[config.mk]
export PLATFORM = sky130hd
export DESIGN_NAME = value_display_flat
export DESIGN_NICKNAME = d
export VERILOG_FILES = /design/src/rtl/value_display_if.sv /design/src/rtl/value_display.sv /design/src/flat_wrapper.sv
export SDC_FILE = /design/constraint.sdc
export NUM_CORES = 1
export LEC_CHECK = 0
export CORE_ASPECT_RATIO = 1.1
export CORE_MARGIN = 3
export CORE_UTILIZATION = 30
export CTS_BUF_LIST = sky130_fd_sc_hd__clkbuf_16
export DETAILED_ROUTE_END_ITERATION = 7
export GPL_ROUTABILITY_DRIVEN = 0
export GPL_TIMING_DRIVEN = 0
export PLACE_DENSITY = 0.79
export SETUP_SLACK_MARGIN = 0.3
export SLEW_MARGIN = 40
export SYNTH_ARGS = -nofsm -noshare
export SYNTH_HDL_FRONTEND = slang
export SYNTH_SLANG_ARGS = --single-unit
[constraint.sdc]
create_clock -name clk_slow -period 2.1 [get_ports clk_slow]
set_clock_uncertainty 0.05 [all_clocks]
set_input_delay 0.315 -clock clk_slow [delete_from_list [all_inputs] [get_ports clk_slow]]
set_output_delay 0.315 -clock clk_slow [all_outputs]
set_load 0.02 [all_outputs]
[src/rtl/value_display_if.sv]
// value_display_if: bundles the parameter-bank read side and the seven-segment
// display outputs of value_display.
//   master : drives sel, hold and the nine 16.8 parameters; receives the display.
//   slave  : value_display itself.
// Signals: sel[3:0], hold, offsetx..angle[23:0] (16.8 fixed point),
//          seg[6:0] {g,f,e,d,c,b,a} active-low, dp active-low,
//          an[3:0] active-low digit enables (an[0] rightmost), sel_valid.
interface value_display_if;
    logic [3:0]  sel;
    logic        hold;
    logic [23:0] offsetx;
    logic [23:0] offsety;
    logic [23:0] originx;
    logic [23:0] originy;
    logic [23:0] texturew;
    logic [23:0] textureh;
    logic [23:0] scalex;
    logic [23:0] scaley;
    logic [23:0] angle;
    logic [6:0]  seg;
    logic        dp;
    logic [3:0]  an;
    logic        sel_valid;

    modport master (
        output sel, hold, offsetx, offsety, originx, originy,
               texturew, textureh, scalex, scaley, angle,
        input  seg, dp, an, sel_valid
    );

    modport slave (
        input  sel, hold, offsetx, offsety, originx, originy,
               texturew, textureh, scalex, scaley, angle,
        output seg, dp, an, sel_valid
    );
endinterface

[src/rtl/value_display.sv]
// value_display: shows the Mode7 parameter selected by sel as four hex digits
// on a multiplexed, active-low seven-segment display.
//   clk_slow  : clock shared with the parameter bank
//   reset     : synchronous, active-high; wins over everything
//   bus       : value_display_if.slave (sel, hold, parameters in; seg, dp,
//               an, sel_valid out)
// Pipeline: snapshot register -> scan/page state -> registered outputs, so an
// input change reaches the pins two edges later.
// Parameters: SCAN_DIV (cycles per digit, >= 1), PAGE_DIV (cycles per page,
// >= 2, only meaningful with paging).
// Build option: define VALUE_DISPLAY_FRAC_EN to alternate between the integer
// page and a fraction page; without it only the integer part is shown.
module value_display #(
    parameter int SCAN_DIV = 4,
    parameter int PAGE_DIV = 256
) (
    input  logic           clk_slow,
    input  logic           reset,
    value_display_if.slave bus
);
    localparam int SCAN_W = (SCAN_DIV > 1) ? $clog2(SCAN_DIV) : 1;

    typedef enum logic {
        PAGE_INT  = 1'b0,
        PAGE_FRAC = 1'b1
    } page_e;

    if (SCAN_DIV < 1) begin : g_bad_scan_div
        $error("value_display: SCAN_DIV must be 1 or more");
    end
    if (PAGE_DIV < 2) begin : g_bad_page_div
        $error("value_display: PAGE_DIV must be 2 or more");
    end

    function automatic logic [6:0] hex7(input logic [3:0] v);
        case (v)
            4'h0: hex7 = 7'h40;
            4'h1: hex7 = 7'h79;
            4'h2: hex7 = 7'h24;
            4'h3: hex7 = 7'h30;
            4'h4: hex7 = 7'h19;
            4'h5: hex7 = 7'h12;
            4'h6: hex7 = 7'h02;
            4'h7: hex7 = 7'h78;
            4'h8: hex7 = 7'h00;
            4'h9: hex7 = 7'h10;
            4'hA: hex7 = 7'h08;
            4'hB: hex7 = 7'h03;
            4'hC: hex7 = 7'h46;
            4'hD: hex7 = 7'h21;
            4'hE: hex7 = 7'h06;
            default: hex7 = 7'h0E;
        endcase
    endfunction

    logic [23:0]       snap_q, snap_d;
    logic              snap_ok_q, snap_ok_d;
    logic [SCAN_W-1:0] scan_cnt_q, scan_cnt_d;
    logic [1:0]        digit_q, digit_d;
    logic [3:0]        an_q, an_d;
    logic [6:0]        seg_q, seg_d;
    logic              dp_q, dp_d;
    logic              sel_valid_q, sel_valid_d;
    logic [23:0]       sel_value;
    logic [3:0]        nib_int;
    logic [3:0]        nib_frac;
    logic              scan_wrap;
    page_e             page_q;

    // Parameter mux; indices above 8 read as zero.
    always_comb begin
        case (bus.sel)
            4'd0:    sel_value = bus.offsetx;
            4'd1:    sel_value = bus.offsety;
            4'd2:    sel_value = bus.originx;
            4'd3:    sel_value = bus.originy;
            4'd4:    sel_value = bus.texturew;
            4'd5:    sel_value = bus.textureh;
            4'd6:    sel_value = bus.scalex;
            4'd7:    sel_value = bus.scaley;
            4'd8:    sel_value = bus.angle;
            default: sel_value = '0;
        endcase
    end

    always_comb begin
        // NOTE: every signal gets its hold value first so no path leaves it
        // unassigned, which would infer a latch.
        snap_d    = snap_q;
        snap_ok_d = snap_ok_q;
        if (!bus.hold) begin
            snap_d    = sel_value;
            snap_ok_d = (bus.sel <= 4'd8);
        end
    end

    always_comb begin
        scan_wrap  = (scan_cnt_q == SCAN_W'(SCAN_DIV - 1));
        scan_cnt_d = scan_wrap ? '0 : scan_cnt_q + SCAN_W'(1);
        digit_d    = scan_wrap ? digit_q + 2'd1 : digit_q;
    end

`ifdef VALUE_DISPLAY_FRAC_EN
    localparam int PAGE_W = (PAGE_DIV > 1) ? $clog2(PAGE_DIV) : 1;

    // Only paging needs the latched index: a new selection restarts on the
    // integer page so the operator first sees the integer part.
    logic [3:0]        snap_sel_q, snap_sel_d;
    logic [PAGE_W-1:0] page_cnt_q, page_cnt_d;
    page_e             page_d;

    always_comb begin
        snap_sel_d = bus.hold ? snap_sel_q : bus.sel;
        page_d     = page_q;
        page_cnt_d = page_cnt_q + PAGE_W'(1);
        if (snap_sel_d != snap_sel_q) begin
            page_d     = PAGE_INT;
            page_cnt_d = '0;
        end else if (page_cnt_q == PAGE_W'(PAGE_DIV - 1)) begin
            page_cnt_d = '0;
            page_d     = (page_q == PAGE_INT) ? PAGE_FRAC : PAGE_INT;
        end
    end

    always_ff @(posedge clk_slow) begin
        if (reset) begin
            snap_sel_q <= '0;
            page_cnt_q <= '0;
            page_q     <= PAGE_INT;
        end else begin
            snap_sel_q <= snap_sel_d;
            page_cnt_q <= page_cnt_d;
            page_q     <= page_d;
        end
    end
`else
    assign page_q = PAGE_INT;
`endif

    always_comb begin
        case (digit_q)
            2'd0:    nib_int = snap_q[11:8];
            2'd1:    nib_int = snap_q[15:12];
            2'd2:    nib_int = snap_q[19:16];
            default: nib_int = snap_q[23:20];
        endcase
        nib_frac = digit_q[0] ? snap_q[7:4] : snap_q[3:0];

        an_d        = ~(4'b0001 << digit_q);
        sel_valid_d = snap_ok_q;
        dp_d        = 1'b1;
        if (!snap_ok_q) begin
            seg_d = 7'h3F;                      // dash on both pages
        end else if (page_q == PAGE_INT) begin
            seg_d = hex7(nib_int);
        end else if (!digit_q[1]) begin
            seg_d = hex7(nib_frac);
        end else begin
            // Upper fraction digits are blank; the point on digit 2 marks
            // the "0.xx" reading.
            seg_d = 7'h7F;
            dp_d  = (digit_q != 2'd2);
        end
    end

    always_ff @(posedge clk_slow) begin
        // NOTE: non-blocking assignments so every flop samples pre-edge values.
        if (reset) begin
            snap_q      <= '0;
            snap_ok_q   <= 1'b0;
            scan_cnt_q  <= '0;
            digit_q     <= '0;
            an_q        <= 4'b1111;
            seg_q       <= 7'h7F;
            dp_q        <= 1'b1;
            sel_valid_q <= 1'b0;
        end else begin
            snap_q      <= snap_d;
            snap_ok_q   <= snap_ok_d;
            scan_cnt_q  <= scan_cnt_d;
            digit_q     <= digit_d;
            an_q        <= an_d;
            seg_q       <= seg_d;
            dp_q        <= dp_d;
            sel_valid_q <= sel_valid_d;
        end
    end

    assign bus.an        = an_q;
    assign bus.seg       = seg_q;
    assign bus.dp        = dp_q;
    assign bus.sel_valid = sel_valid_q;
endmodule
[src/flat_wrapper.sv]
// flat-port wrapper written by rule: the top's interface ports become plain ports
module value_display_flat 
#(
    parameter int SCAN_DIV = 4,
    parameter int PAGE_DIV = 256
)
  (clk_slow, reset, bus_sel, bus_hold, bus_offsetx, bus_offsety, bus_originx, bus_originy, bus_texturew, bus_textureh, bus_scalex, bus_scaley, bus_angle, bus_seg, bus_dp, bus_an, bus_sel_valid);
  value_display_if bus_i ();
  input  logic clk_slow;
  input  logic reset;
  input wire logic [$bits(bus_i.sel)-1:0] bus_sel;
  input wire logic [$bits(bus_i.hold)-1:0] bus_hold;
  input wire logic [$bits(bus_i.offsetx)-1:0] bus_offsetx;
  input wire logic [$bits(bus_i.offsety)-1:0] bus_offsety;
  input wire logic [$bits(bus_i.originx)-1:0] bus_originx;
  input wire logic [$bits(bus_i.originy)-1:0] bus_originy;
  input wire logic [$bits(bus_i.texturew)-1:0] bus_texturew;
  input wire logic [$bits(bus_i.textureh)-1:0] bus_textureh;
  input wire logic [$bits(bus_i.scalex)-1:0] bus_scalex;
  input wire logic [$bits(bus_i.scaley)-1:0] bus_scaley;
  input wire logic [$bits(bus_i.angle)-1:0] bus_angle;
  output wire logic [$bits(bus_i.seg)-1:0] bus_seg;
  output wire logic [$bits(bus_i.dp)-1:0] bus_dp;
  output wire logic [$bits(bus_i.an)-1:0] bus_an;
  output wire logic [$bits(bus_i.sel_valid)-1:0] bus_sel_valid;
  assign bus_i.sel = bus_sel;
  assign bus_i.hold = bus_hold;
  assign bus_i.offsetx = bus_offsetx;
  assign bus_i.offsety = bus_offsety;
  assign bus_i.originx = bus_originx;
  assign bus_i.originy = bus_originy;
  assign bus_i.texturew = bus_texturew;
  assign bus_i.textureh = bus_textureh;
  assign bus_i.scalex = bus_scalex;
  assign bus_i.scaley = bus_scaley;
  assign bus_i.angle = bus_angle;
  assign bus_seg = bus_i.seg;
  assign bus_dp = bus_i.dp;
  assign bus_an = bus_i.an;
  assign bus_sel_valid = bus_i.sel_valid;
  value_display #(.SCAN_DIV(SCAN_DIV), .PAGE_DIV(PAGE_DIV)) u_core (.clk_slow(clk_slow), .reset(reset), .bus(bus_i));
endmodule
[Yosys cells after proc, flatten, opt, wreduce, memory -nomap -nowiden]
Memory sizes are Yosys's and may differ from the RTL's.
Index checks and enable logic that the tools add are counted.
Cells by class
  add/subtract/negate cells: 2
  $lt $le $gt $ge: 1
  eq/ne operators: 11
  shift operators: 1
  muxes and demuxes: 3
  bitwise logic cells: 2
  reduce and logical (&&, ||, !) cells: 4
Operators by type and width (count)
  24-bit one-hot mux with 9 select lines: 1
  4-bit by 3-bit equality test with 1-bit output (second input constant): 4
  4-bit one-hot mux with 3 select lines: 1
  4-bit by 2-bit equality test with 1-bit output (second input constant): 2
  7-bit two-way mux: 1
  2-bit by 1-bit adder with 2-bit output (second input constant): 2
  2-bit equality test (second input constant): 2
  4-bit by 1-bit equality test with 1-bit output (second input constant): 1
  4-bit equality test (second input constant): 1
  4-bit <= comparator (second input constant): 1
  4-bit logical NOT: 1
  4-bit inverter: 1
  2-bit OR reduction: 2
  1-bit by 2-bit left shift with 4-bit output (first input constant): 1
  2-bit by 1-bit equality test with 1-bit output (second input constant): 1
  2-bit logical NOT: 1
  1-bit inverter: 1
Storage, ports and cells
  bits in registers: 41
  memory bits (read-only): 112
  input port bits: 223
  output and inout bits: 13
  word-level logic and storage cells: 33
  memories: 1
Memory list
  (name not given): depth 16, width 7, read ports 1, clocked after memory_dff 0, write ports 0, RTL line value_display.sv:36  | case (v)

[Depth between registers and ports, before layout]
Gate-level depths: netlist (run 1).
An unclocked memory read counts as a cell.
  depth in word-level cells: 4
  depth in mapped cells: 8
  depth with buffers taken out: 8

[Least setup slack after synthesis (run 1)]
Ideal clock, no wire load.
  path type: reg2reg
  start: register u_core.digit_q[0]
  end: register u_core.seg_q[3], in the netlist u_core.bus.seg[3]
  library setup time: 0.140 ns
  arrival time: 1.945 ns
  path slack: -0.035 ns
  cell stages (with the launch flop): 9
  clock period less this slack: 2.135 ns
  cells stage by stage: dfxtp_1 > inv_1 > ha_1 > a222oi_1 > mux2_2 > inv_2 > ha_1 > a2111oi_0 > a31oi_1
Between the ends
  longest elaborated chain between the ends: 3
  elaborated cells on any way between the ends: 5
  those cells by class: eq/ne: 2; mux: 1; reduce/logical: 1; memory: 1
RTL lines
  start, declared: RTL line value_display.sv:59  | logic [1:0] digit_q, digit_d;
  start signal, assigned: RTL line value_display.sv:181  | digit_q <= digit_d;
  2-bit equality test, or another cell as far along: RTL line value_display.sv:141  | case (digit_q)
  4-bit one-hot mux with 3 select lines (*): RTL line value_display.sv:141
  memory read 16 x 7 bit (*)
  end signal, assigned: RTL line value_display.sv:183  | seg_q <= seg_d;
  end, declared: RTL line value_display.sv:61  | logic [6:0] seg_q, seg_d;
Mark *: on every way between the ends. The rest lies on a longest branch, timed or not.
A chain may end at the register's enable or synchronous reset.

[Final worst setup path (run 1)]
Ends and elaborated chain as after synthesis.

==> results.json, run 1 <==
{
  "antenna_found_initial": 0,
  "antenna_cells": 0,
  "grt_max_degree": 11,
  "drt-initial-drc-count": 301,
  "drv_slew": 0,
  "worst_ir_drop_vdd_uv": 282,
  "worst_setup_path_end_kind": "flip-flop",
  "status": "complete, no violations",
  "regToRegSetupSlack_ns": 0.07,
  "clk_pin_slew_ns": 0.05,
  "htree_levels": 2,
  "clock.fmax_ghz": 0.492,
  "hpwl_um": 9630,
  "gr-total-overflow": 0,
  "dieArea_sq_um": 10800,
  "avgRoutedWirePerCell_um": 19.4,
  "ys.flop_type": "dfxtp_1",
  "synth.avg_cell_area_sq_um": 8.93,
  "p_clk_frac": 0.306,
  "setup_viol": 0,
  "final_layout_size_suffix_gt1_frac": 0.188,
  "synth_cell_type_count": 68,
  "layout_commonest_cell": "clkdlybuf4s50_1",
  "num-nets-final": 743,
  "grt_usage": 0.211,
  "instances_no_fill": 620,
  "async_flop_share": 0,
  "cp-start-kind": "flip-flop",
  "antenna_left": 0,
  "drc": 0,
  "grt_pass1_vias": 3573,
  "max_stage_delay_ns": 0.38,
  "yosys_warnings": 0,
  "worstPathRequired_ns": 2.25,
  "synth_cells": 323,
  "core_area_sq_um": 9100,
  "hold_end": "u_core.scan_cnt_q[0]",
  "cap_viol_max_count": 0,
  "die_w_um": 99.5,
  "p_total_mw": 2.13,
  "min_period_ns": 2.03,
  "period_share": 0.969,
  "powerDensity_nw_per_um2": 412,
  "syn2layout_area_growth_pct": 79.3,
  "combPwrFrac": 0.376,
  "final_cell_mix": "159 x clkdlybuf4s50_1, 31 x dfxtp_1, 25 x buf_4, 25 x mux2i_1, 23 x nand2_1",
  "holdWs_ns": 0.384,
  "clock_sinks": 33,
  "switching_share": 0.268,
  "syn_nets": 559,
  "grt_first_pass_wirelength_um": 18100,
  "synth-seq-cells": 33,
  "regToRegEndpoint": "u_core.bus.seg[3]",
  "ff2ff_path_depth": 8,
  "cts_buffers": 5,
  "synth-edff-count": 0,
  "hold_violations": 0,
  "critPathKind": "flip-flop to flip-flop",
  "num_io_pins": 236,
  "p_int_mw": 1.56,
  "initial_utilization": 0.317,
  "path_cells": "inv_4 > ha_4 > a222oi_1 > mux2_4 > ha_4 > a311oi_4 > a2111oi_4 > a31oi_1",
  "worst-slew-pin-transition_ns": 0.559,
  "power.leakage_nw": 1.93,
  "clock_latency_ns": 0.27,
  "hp-class": "flip-flop to flip-flop",
  "crit_arrival_ns": 2.18,
  "holdPathStages": 1,
  "ctsRootBufferMaster": "clkbuf_16",
  "worst-path-max-fanout": 5,
  "timing.slew.headroom": 0.626,
  "syn_area_sq_um": 2890,
  "p_sw_mw": 0.570,
  "cpMostUsedCell": "ha_4",
  "clk_path_buf_depth": 2,
  "r2r-start": "u_core.digit_q[0]",
  "seq_power_share": 0.318,
  "hp-start": "u_core.scan_cnt_q[0]",
  "drt_first_pass_iters": 6,
  "via_per_inst": 5.68,
  "dp_cells": 598,
  "routed_wl_um": 12000,
  "synth_seq_area_share": 0.229,
  "die_h_um": 109,
  "row_count": 36,
  "vias": 3519,
  "crit_start": "u_core.digit_q[0]",
  "rsz0062_at_grt": "true",
  "port_buffers": 161,
  "slowest_stage": "dfxtp_4",
  "cts_tree": "yes"
}
[routing by layer]
| metal | routed length [um] | GRT usage |
|---|---|---|
| met2 | 6410 | 0.388 |
| met5 | 0 | 0 |
| met4 | 285 | 0.0741 |
| met1 | 4270 | 0.242 |
| met3 | 1040 | 0.0435 |
[cell families after synthesis]
logic type,after synthesis,share of synthesized area
AO/OA/AOI/OAI,92,0.248
XOR/XNOR,2,0.00607
adder cells (fa/ha/maj),13,0.0564
buffers and inverters,39,0.0685
flip-flops,33,0.229
multiplexers,44,0.183
other,1,0.00130
AND/OR/NAND/NOR,99,0.208
[Yosys cell counts (4+ instances only)]
master | n | area share
nor4_1 | 4 | 0.0087
mux2i_1 | 25 | 0.087
mux2_1 | 8 | 0.031
mux2_2 | 5 | 0.020
a21oi_1 | 14 | 0.024
nand3b_1 | 9 | 0.023
nor2b_1 | 8 | 0.017
mux4_2 | 4 | 0.031
o21ai_1 | 9 | 0.016
a221o_1 | 6 | 0.021
buf_4 | 5 | 0.013
nor2_1 | 10 | 0.013
nor3b_1 | 5 | 0.013
a32oi_1 | 4 | 0.012
inv_1 | 9 | 0.012
nand2_1 | 23 | 0.030
buf_2 | 14 | 0.024
nand3_1 | 8 | 0.014
or3b_1 | 5 | 0.015
nand2b_1 | 10 | 0.022
o32ai_1 | 4 | 0.012
clkbuf_1 | 5 | 0.0065
o221ai_1 | 4 | 0.012
dfxtp_1 | 33 | 0.23
ha_1 | 13 | 0.056
a2111oi_0 | 4 | 0.012
a22oi_1 | 14 | 0.036
[state kept, by name (all words and copies together) (netlist names)]
name	cells
u_core.scan_cnt_q	2
u_core.snap_q	16
u_core.sel_valid_d	1
u_core.digit_q	2
u_core.bus.seg	7
u_core.bus.an	4
u_core.bus.sel_valid	1
[power by group through the flow]
stage | Sequential, mW | Clock (mW) | Combinational [mW]
finish | 0.677 | 0.653 | 0.800
global route | 0.680 | 0.700 | 0.847
detailed placement | 0.690 | 0 | 0.721
CTS | 0.678 | 0.662 | 0.757
global placement | 0.687 | 0 | 0.709
floorplan | 0.698 | 0 | 0.311
[worst max-delay path by stage]
| stage | slack (ns) | to |
|---|---|---|
| after global routing | -0.05 | u_core.bus.seg[3] |
| final | 0.07 | u_core.bus.seg[3] |
| after detailed placement | -0.59 | u_core.snap_q[13] |
| after CTS | 0.12 | u_core.bus.seg[3] |
| after global placement | -0.56 | u_core.snap_q[13] |
| after floorplan | 0.25 | u_core.bus.seg[3] |
[stage by stage]
| stage | util | setup TNS, ns | instance area [sq um] | setup WS, ns |
|---|---|---|---|---|
| floorplan | - | 0 | 2970 | 0.252 |
| global placement | 0.519 | -4.52 | 4720 | -0.562 |
| detailed placement | 0.519 | -4.85 | 4720 | -0.595 |
| CTS | 0.551 | 0 | 5020 | 0.123 |
| global route | 0.568 | -0.0550 | 5170 | -0.0539 |
| finish | 0.568 | 0 | 5170 | 0.0658 |
[layout make-up]
| cell class | count | area, sq um |
|---|---|---|
| Tap cell | 114 | 143 |
| Clock inverter | 1 | 5.00 |
| Fill cell | 791 | 3930 |
| Timing Repair Buffer | 177 | 1730 |
| Buffer | 27 | 211 |
| Clock buffer | 5 | 125 |
| Sequential cell | 33 | 668 |
| Multi-Input combinational cell | 251 | 2240 |
| Inverter | 12 | 52.6 |
[worst max-delay path, delay by kind of cell (launching register included)]
| kind | cells | cell delay [ns] |
|---|---|---|
| AOI/OAI and AO/OA | 4 | 0.84 |
| DFF | 1 | 0.38 |
| adders and majority gates | 2 | 0.38 |
| muxes | 1 | 0.27 |
| buffers and inverters | 1 | 0.05 |
[repair_timing]
item,in CTS,in global routing
hold buffers,0,0
endpoints found under the setup margin,23,19
setup buffers,7,9
resized for setup,32,21
pin swaps,5,4
Note: power is estimated with default switching activity, not from simulation.
==> run 2: changes to the inputs <==
--- a/config.mk
+++ b/config.mk
@@ -5,8 +5,6 @@
 export SDC_FILE = /design/constraint.sdc
 export NUM_CORES = 1
 export LEC_CHECK = 0
-export CORE_ASPECT_RATIO = 1.1
-export CORE_MARGIN = 3
 export CORE_UTILIZATION = 30
 export CTS_BUF_LIST = sky130_fd_sc_hd__clkbuf_16
 export DETAILED_ROUTE_END_ITERATION = 7
==> results.json, run 2 (synthesis gave the netlist of run 1 again) <==
{
  "hpwl_um": 9120,
  "worstPathRequired_ns": 2.26,
  "timing.slew.headroom": 0.558,
  "clk_path_buf_depth": 2,
  "largest_reg_flops": 16,
  "htree_levels": 2,
  "drt_first_pass_iters": 5,
  "hp-class": "flip-flop to flip-flop",
  "clock_sinks": 33,
  "cts_tree": "yes",
  "ctsRootBufferMaster": "clkbuf_16",
  "period_share": 0.948,
  "min_period_ns": 1.99,
  "die_w_um": 100,
  "p_total_mw": 2.14,
  "critical-path-top-delay-family": "compound AO/OA/AOI/OAI gates",
  "via_per_inst": 5.46,
  "cpMostUsedCell": "ha_4",
  "seq_power_share": 0.316,
  "critPathKind": "flip-flop to flip-flop",
  "seqCellArea_sq_um": 668,
  "antenna_cells": 0,
  "gr-total-overflow": 0,
  "initial_utilization": 0.311,
  "critical_path_buf_inv_count": 1,
  "layout_commonest_cell": "clkdlybuf4s50_1",
  "multiInputGateArea_sq_um": 2220,
  "antenna_found_initial": 0,
  "met1_usage": 0.270,
  "combPwrFrac": 0.365,
  "grt_pass1_vias": 3588,
  "dp_slack_ns": -0.529,
  "path_cells": "inv_2 > ha_4 > a222oi_1 > mux2_4 > ha_4 > a311oi_2 > a2111oi_2 > a31oi_1",
  "setup_tns_ns": 0,
  "avgRoutedWirePerCell_um": 18.5,
  "crit_arrival_ns": 2.15,
  "core_area_sq_um": 9280,
  "power.leakage_nw": 1.90,
  "syn2layout_area_growth_pct": 78.4,
  "status": "complete, no violations",
  "cp-start-kind": "flip-flop",
  "cts_buffers": 5,
  "top_register": "u_core.snap_q",
  "drc": 0,
  "grt_first_pass_wirelength_um": 17800,
  "clock.fmax_ghz": 0.502,
  "row_count": 35,
  "grt_usage": 0.230,
  "worst-path-max-fanout": 5,
  "final_layout_size_suffix_gt1_frac": 0.173,
  "hold_violations": 0,
  "dieArea_sq_um": 10000,
  "p_sw_mw": 0.590,
  "timing.final.ws_setup_ns": 0.109,
  "port_buffers": 161,
  "max_stage_delay_ns": 0.38,
  "p_int_mw": 1.55,
  "drv_slew": 0,
  "final_core_util": 0.555,
  "rsz0062_at_grt": "true",
  "grt-busiest-layer": "met2",
  "final_cell_mix": "158 x clkdlybuf4s50_1, 31 x dfxtp_1, 25 x mux2i_1",
  "vias": 3445,
  "worst_ir_drop_vdd_uv": 358,
  "grtUsageMet3": 0.0529,
  "p_clk_frac": 0.319,
  "drt-initial-drc-count": 223,
  "switching_share": 0.275,
  "worst_setup_path_end_kind": "flip-flop",
  "powerDensity_nw_per_um2": 416,
  "grt_max_degree": 11,
  "num_io_pins": 236,
  "clk_pin_slew_ns": 0.05,
  "die_h_um": 100,
  "clock_latency_ns": 0.28,
  "setup_viol": 0,
  "holdWs_ns": 0.377,
  "num-nets-final": 737,
  "routed_wl_um": 11700,
  "slowest_stage": "dfxtp_4",
  "antenna_left": 0,
  "grtUsageMet2": 0.407,
  "cap_viol_max_count": 0,
  "worst-slew-pin-transition_ns": 0.660,
  "n_fill_cell": 861
}
[run 2: changes by cell type in the layout (fill, tap and decap cells not counted), moves of 2 or more]
cell / delta
buf_4: -12
buf_6: +6
a2111oi_4: -2
clkbuf_2: -2
clkbuf_4: +2
clkinv_1: +2
[run 2: power groups by stage]
stage / Sequential [mW] / Clock, mW / Combinational (mW)
5_1_grt: 0.680 / 0.725 / 0.827
2_1_floorplan: 0.698 / 0 / 0.311
6_report: 0.677 / 0.685 / 0.782
4_1_cts: 0.677 / 0.687 / 0.758
3_3_place_gp: 0.688 / 0 / 0.709
3_5_place_dp: 0.689 / 0 / 0.719
[run 2: layout make-up]
type / count / share of cell area
clock buffer: 5 / 0.0243
sequential: 33 / 0.130
timing repair buffer: 171 / 0.330
tap: 129 / 0.0313
buffer: 27 / 0.0411
inverter: 12 / 0.0107
multi-input combinational: 251 / 0.431
clock inverter: 3 / 0.00243
[run 2: final timing paths]
check / from / endpoint / cells after the start / slack [ns]
max: u_core.digit_q[1] / u_core.bus.seg[3] / 8 / 0.11
min reg2reg: u_core.scan_cnt_q[0] / u_core.scan_cnt_q[0] / 1 / 0.38
max reg2reg: u_core.digit_q[1] / u_core.bus.seg[3] / 8 / 0.11
min: u_core.scan_cnt_q[0] / u_core.scan_cnt_q[0] / 1 / 0.38
[run 2: worst reg2reg max path: cells and delay by family, from the launching register on]
family / cells / cell delay [ns]
adder cells (fa/ha/maj): 2 / 0.40
flip-flops: 1 / 0.38
buffers and inverters: 1 / 0.07
AO/OA/AOI/OAI: 4 / 0.76
multiplexers: 1 / 0.28
[run 2: metrics by stage]
| stage | instance area [sq um] | std cells |
|---|---|---|
| 4_1_cts | 5070 | 628 |
| 5_1_grt | 5150 | 631 |
| 2_1_floorplan | 2970 | 323 |
| 3_3_place_gp | 4740 | 613 |
| 6_report | 5150 | 631 |
| 3_5_place_dp | 4740 | 613 |
[run 2: layer usage]
layer  share of wire  wire length (um)  up-vias
met5               0                 0        -
met4           0.022               251        0
met3           0.068               799       24
met2            0.50              5820      174
met1            0.41              4810     1633
li1                -                 -     1614
[run 2: timing repair]
item,in CTS,in global routing
setup buffers,7,3
pin swaps,9,1
hold buffers,0,0
endpoints found under the setup margin,23,19
gates resized for setup,37,18
